### config.mk
export PLATFORM = sky130hd
export DESIGN_NAME = handshake_rx_bridge
export DESIGN_NICKNAME = d
export VERILOG_FILES = /design/src/rtl/hs_pkg.sv /design/src/rtl/hs_rx_fifo.sv /design/src/rtl/handshake_rx_bridge.sv
export SDC_FILE = /design/constraint.sdc
export NUM_CORES = 1
export LEC_CHECK = 0
export ABC_AREA = 1
export CORE_MARGIN = 2
export CORE_UTILIZATION = 30
export DETAILED_ROUTE_END_ITERATION = 6
export GPL_ROUTABILITY_DRIVEN = 0
export PLACE_DENSITY_LB_ADDON = 0.08
export SLEW_MARGIN = 20
export SYNTH_ARGS = -nofsm -noshare
export SYNTH_HDL_FRONTEND = slang
export SYNTH_SLANG_ARGS = --single-unit
### constraint.sdc
create_clock -name clk -period 2.51 [get_ports clk]
set_input_delay 0.3765 -clock clk [delete_from_list [all_inputs] [get_ports clk]]
set_output_delay 0.3765 -clock clk [all_outputs]
set_load 0.02 [all_outputs]
### src/rtl/hs_pkg.sv
// Shared definitions for the 4-phase req/ack link bridges.
// Holds the responder FSM state type and the default link geometry.
package hs_pkg;

    typedef enum logic [0:0] {
        IDLE   = 1'b0,
        ACK_HI = 1'b1
    } rx_state_t;

    localparam int HS_DW    = 8;
    localparam int HS_DEPTH = 4;

endpackage

### src/rtl/hs_rx_fifo.sv
// Synchronous show-ahead FIFO: dout is always the head word.
// Ports: clk, rst (sync, active-high), din/wen write side with full,
//        ren/empty/dout read side, count = current occupancy.
module hs_rx_fifo import hs_pkg::*; #(
    parameter int DW    = HS_DW,
    parameter int DEPTH = HS_DEPTH
) (
    input  logic                       clk,
    input  logic                       rst,
    input  logic [DW-1:0]              din,
    input  logic                       wen,
    output logic                       full,
    input  logic                       ren,
    output logic                       empty,
    output logic [DW-1:0]              dout,
    output logic [$clog2(DEPTH):0]     count
);

    localparam int AW = $clog2(DEPTH);
    localparam int CW = AW + 1;
    localparam logic [CW-1:0] FULL_CNT = CW'(DEPTH);

    logic [DW-1:0] mem [DEPTH];
    logic [AW-1:0] wptr;
    logic [AW-1:0] rptr;
    logic [CW-1:0] cnt_q;
    logic          wr_ok;
    logic          rd_ok;

    // Flags come straight from the registered count, so they never glitch.
    assign full  = (cnt_q == FULL_CNT);
    assign empty = (cnt_q == '0);
    assign count = cnt_q;
    assign dout  = mem[rptr];

    // Defensive qualification; the bridge never asks for either case.
    assign wr_ok = wen & ~full;
    assign rd_ok = ren & ~empty;

    always_ff @(posedge clk) begin
        if (wr_ok) begin
            mem[wptr] <= din;
        end
    end

    always_ff @(posedge clk) begin
        if (rst) begin
            wptr  <= '0;
            rptr  <= '0;
            cnt_q <= '0;
        end else begin
            if (wr_ok) begin
                wptr <= wptr + 1'b1;
            end
            if (rd_ok) begin
                rptr <= rptr + 1'b1;
            end
            unique case ({wr_ok, rd_ok})
                2'b10:   cnt_q <= cnt_q + 1'b1;
                2'b01:   cnt_q <= cnt_q - 1'b1;
                default: cnt_q <= cnt_q;
            endcase
        end
    end

endmodule

### src/rtl/handshake_rx_bridge.sv
// Responder end of the 4-phase req/ack link, re-emitted as valid/ready.
// Ports: clk, rst (sync, active-high), req/data_i/ack link side,
//        data_o/valid/ready stream side, level = FIFO occupancy.
module handshake_rx_bridge import hs_pkg::*; #(
    parameter int DW          = HS_DW,
    parameter int DEPTH       = HS_DEPTH,
    parameter int SYNC_STAGES = 2
) (
    input  logic                       clk,
    input  logic                       rst,
    input  logic                       req,
    input  logic [DW-1:0]              data_i,
    output logic                       ack,
    output logic [DW-1:0]              data_o,
    output logic                       valid,
    input  logic                       ready,
    output logic [$clog2(DEPTH):0]     level
);

    logic            req_s;
    rx_state_t       state_q;
    rx_state_t       state_d;
    logic            push;
    logic            pop;
    logic            fifo_full;
    logic            fifo_empty;
    logic [DW-1:0]   fifo_head;

    generate
        if (SYNC_STAGES == 0) begin : g_nosync
            assign req_s = req;
        end else begin : g_sync
            logic [SYNC_STAGES-1:0] sync_q;

            always_ff @(posedge clk) begin
                if (rst) begin
                    sync_q <= '0;
                end else begin
                    sync_q[0] <= req;
                    for (int i = 1; i < SYNC_STAGES; i++) begin
                        sync_q[i] <= sync_q[i-1];
                    end
                end
            end

            assign req_s = sync_q[SYNC_STAGES-1];
        end
    endgenerate

    // A capture only happens from IDLE, and IDLE is only re-entered
    // once req_s has dropped, so a held req can never push twice.
    always_comb begin
        state_d = state_q;
        push    = 1'b0;
        unique case (state_q)
            IDLE: begin
                if (req_s && !fifo_full) begin
                    push    = 1'b1;
                    state_d = ACK_HI;
                end
            end
            ACK_HI: begin
                if (!req_s) begin
                    state_d = IDLE;
                end
            end
        endcase
    end

    always_ff @(posedge clk) begin
        if (rst) begin
            state_q <= IDLE;
            ack     <= 1'b0;
        end else begin
            state_q <= state_d;
            ack     <= (state_d == ACK_HI);
        end
    end

    assign valid  = ~fifo_empty;
    assign pop    = valid & ready;
    assign data_o = valid ? fifo_head : '0;

    hs_rx_fifo #(
        .DW    (DW),
        .DEPTH (DEPTH)
    ) u_fifo (
        .clk   (clk),
        .rst   (rst),
        .din   (data_i),
        .wen   (push),
        .full  (fifo_full),
        .ren   (pop),
        .empty (fifo_empty),
        .dout  (fifo_head),
        .count (level)
    );

endmodule

==> flow_metrics.py <==
metrics = {
    "outcome": {
        "status": "finished, final reports clean",
    },
    "clock_tree": {
        "path_clk_slew_ns": 0.08,
        "cts-htree-levels": 2,
        "cts_sinks": 44,
        "cts_buffers": 5,
        "worstSkewPairLatency_ns": 0.29,
        "cts_setup_buffers": 0,
        "cts_tree": "yes",
        "ctsResizeCount": 0,
        "root_buffer": "clkbuf_8",
        "cts_hold_buf": 0,
        "clockBufferDepth": 2,
    },
    "setup_path": {
        "crit_fanout": 17,
        "cp-start-kind": "flip-flop",
        "required_ns": 2.13,
        "endpoint_kind": "primary output",
        "path_class": "reg -> out",
        "crit_arrival_ns": 1.94,
    },
    "sta": {
        "hold_violations": 0,
        "layout_min_cycle_time_ns": 2.32,
        "fin_tns_setup_ns": 0,
        "relSlewSlack": 0.674,
        "setup_viol": 0,
        "max_freq_mhz": 432,
        "maxSlewViolCount": 0,
        "worst_pin_slew_ns": 0.488,
        "fin_skew_ns": 0.00771,
        "fin_crit_sh": 0.923,
        "rsz0062_at_grt": "false",
    },
    "placement": {
        "placed_cell_area_um2": 2170,
        "port_buffers": 24,
        "hpwl_um": 2440,
    },
    "detailed_routing": {
        "first_pass_iters": 4,
        "vias_per_cell": 4.43,
        "vias": 1253,
        "remaining_drc_errors": 0,
        "drt_iter0_markers": 51,
        "wl_um": 3500,
        "wire_per_inst_um": 12.4,
        "antenna_left": 0,
    },
    "global_route": {
        "grt_overflow": 0,
        "grt_pass1_vias": 1217,
        "track_usage": 0.114,
        "antenna_found_initial": 0,
        "grt_max_degree": 18,
        "grt_pass1_wl_um": 5610,
    },
    "pwr": {
        "p_per_area_nw_per_um2": 900,
        "power_switching_share": 0.320,
        "p_leak_nw": 0.851,
        "p_sw_w": 0.000656,
        "p_clk_frac": 0.250,
        "combPwrFrac": 0.337,
        "p_seq_frac": 0.413,
        "ir_drop_mv": 0.393,
        "power.internal_w": 0.00139,
    },
    "yosys": {
        "yosysMostFrequentCell": "nor2_1",
        "syn_area_per_cell_um2": 10.5,
        "synth_cells": 174,
        "ys_types": 17,
        "netlist_top_cells_area": "edfxtp_1 (53%), dfxtp_1 (13%), nor2_1 (9.0%)",
        "synth_warnings": 0,
        "synth-edff-count": 32,
        "synth-async-reset-ratio": 0,
        "ys_ff_latch": 44,
        "netlist_area_um2": 1830,
        "synth_top_cell_area_share": 0.526,
        "synthTopCellsByCount": "nor2_1 (44), edfxtp_1 (32), inv_1 (22)",
        "syn_nets": 192,
        "yosysSeqAreaShare": 0.658,
        "synth_top_cell_by_area": "edfxtp_1",
        "synth_ff_type": "edfxtp_1",
    },
    "floorplanning": {
        "die_w_um": 82.0,
        "core_area_um2": 5890,
        "die-height_um": 82.0,
        "start_util": 0.310,
        "num_io_pins": 25,
        "die_area_um2": 6720,
        "core.rowCount": 28,
    },
    "final_layout": {
        "regArea_um2": 1200,
        "syn2layout_area_growth_pct": 24.6,
        "multi_input_area_um2": 500,
        "n_antenna_cell": 0,
        "fillers": 604,
        "design_area_um2": 2270,
        "layout.nets": 225,
        "drive_above_1_share": 0.0769,
    },
    "run": {
        "maxCapViolCount": 0,
    },
    "worst_hold_path": {
        "min_path_type": "reg -> reg",
    },
}
## critical path: stages, from the launching register on
cell	delay, ns
dfxtp_1	0.30
buf_4	0.18
inv_2	0.24
o21ai_0	0.14
a21oi_1	0.16
clkdlybuf4s50_1	0.63
## per-stage QoR
step | utilization | std cells | setup slack, ns | total power (W) | hold WS, ns
floorplan | - | 174 | 0.582 | 0.00128 | 0.388
global placement | 0.368 | 275 | 0.453 | 0.00155 | 0.399
detailed placement | 0.368 | 275 | 0.407 | 0.00156 | 0.407
CTS | 0.386 | 283 | 0.145 | 0.00207 | 0.419
global route | 0.386 | 283 | 0.0504 | 0.00217 | 0.435
finish | 0.386 | 283 | 0.194 | 0.00205 | 0.410
## logic make-up (layout without fill, tap and decap cells)
group                    Yosys count  count (layout)  synth area share
AO/OA/AOI/OAI                     32              32            0.0891
adder cells (fa/ha/maj)            6               6            0.0452
buffers and inverters             27              61            0.0678
flip-flops                        44              44             0.658
AND/OR/NAND/NOR                   65              65             0.140
## final cells by class
type / count / share of cell area
Timing Repair Buffer: 30 / 0.125
Clock buffer: 6 / 0.0319
Multi-Input combinational cell: 103 / 0.220
Clock inverter: 2 / 0.0154
Inverter: 23 / 0.0380
Tap cell: 75 / 0.0413
Sequential cell: 44 / 0.528
## registers in the layout, indices dropped and copies added, names as in the netlist, named ones only
register / count
u_fifo.count: 3
g_sync.sync_q: 2
state_q: 1
u_fifo.rptr: 2
u_fifo.wptr: 2
u_fifo.mem: 32
## path summary, 6_finish.rpt
path / startpoint / endpoint / depth (start not counted) / slack (ns)
worst min-delay path: g_sync.sync_q[0] / g_sync.sync_q[1] / 2 / 0.41
worst max-delay path: flip-flop / data_o[1] / 5 / 0.19
worst min register to register: g_sync.sync_q[0] / g_sync.sync_q[1] / 2 / 0.41
worst max register to register: u_fifo.count[1] / u_fifo.count[2] / 13 / 0.65
## placed cells by master (no fill, tap or decap), types with 6 or more instances in the layout
cell type | netlist | final
nand2_1 | 14 | 14
o21ai_0 | 8 | 8
inv_1 | 22 | 22
buf_4 | 2 | 6
clkdlybuf4s50_1 | 0 | 24
o21ai_1 | 10 | 10
dfxtp_1 | 12 | 12
a21oi_1 | 13 | 13
nor2_1 | 44 | 44
edfxtp_1 | 32 | 32
## metal layers
layer / track usage / routed length [µm] / vias up
met3: 0.0297 / 122 / 8
li1: - / - / 638
met1: 0.129 / 1550 / 583
met5: 0 / 0 / -
met4: 0.0533 / 78 / 0
met2: 0.202 / 1750 / 24
## power by group through the flow
| stage | sequential [W] | combinational [W] | clock [W] |
|---|---|---|---|
| 4_1_cts | 0.000845 | 0.000700 | 0.000529 |
| 6_report | 0.000845 | 0.000690 | 0.000512 |
| 5_1_grt | 0.000850 | 0.000761 | 0.000555 |
| 3_3_place_gp | 0.000860 | 0.000690 | 0 |
| 2_1_floorplan | 0.000877 | 0.000404 | 0 |
| 3_5_place_dp | 0.000862 | 0.000698 | 0 |
Note: power is estimated with default switching activity, not from simulation.
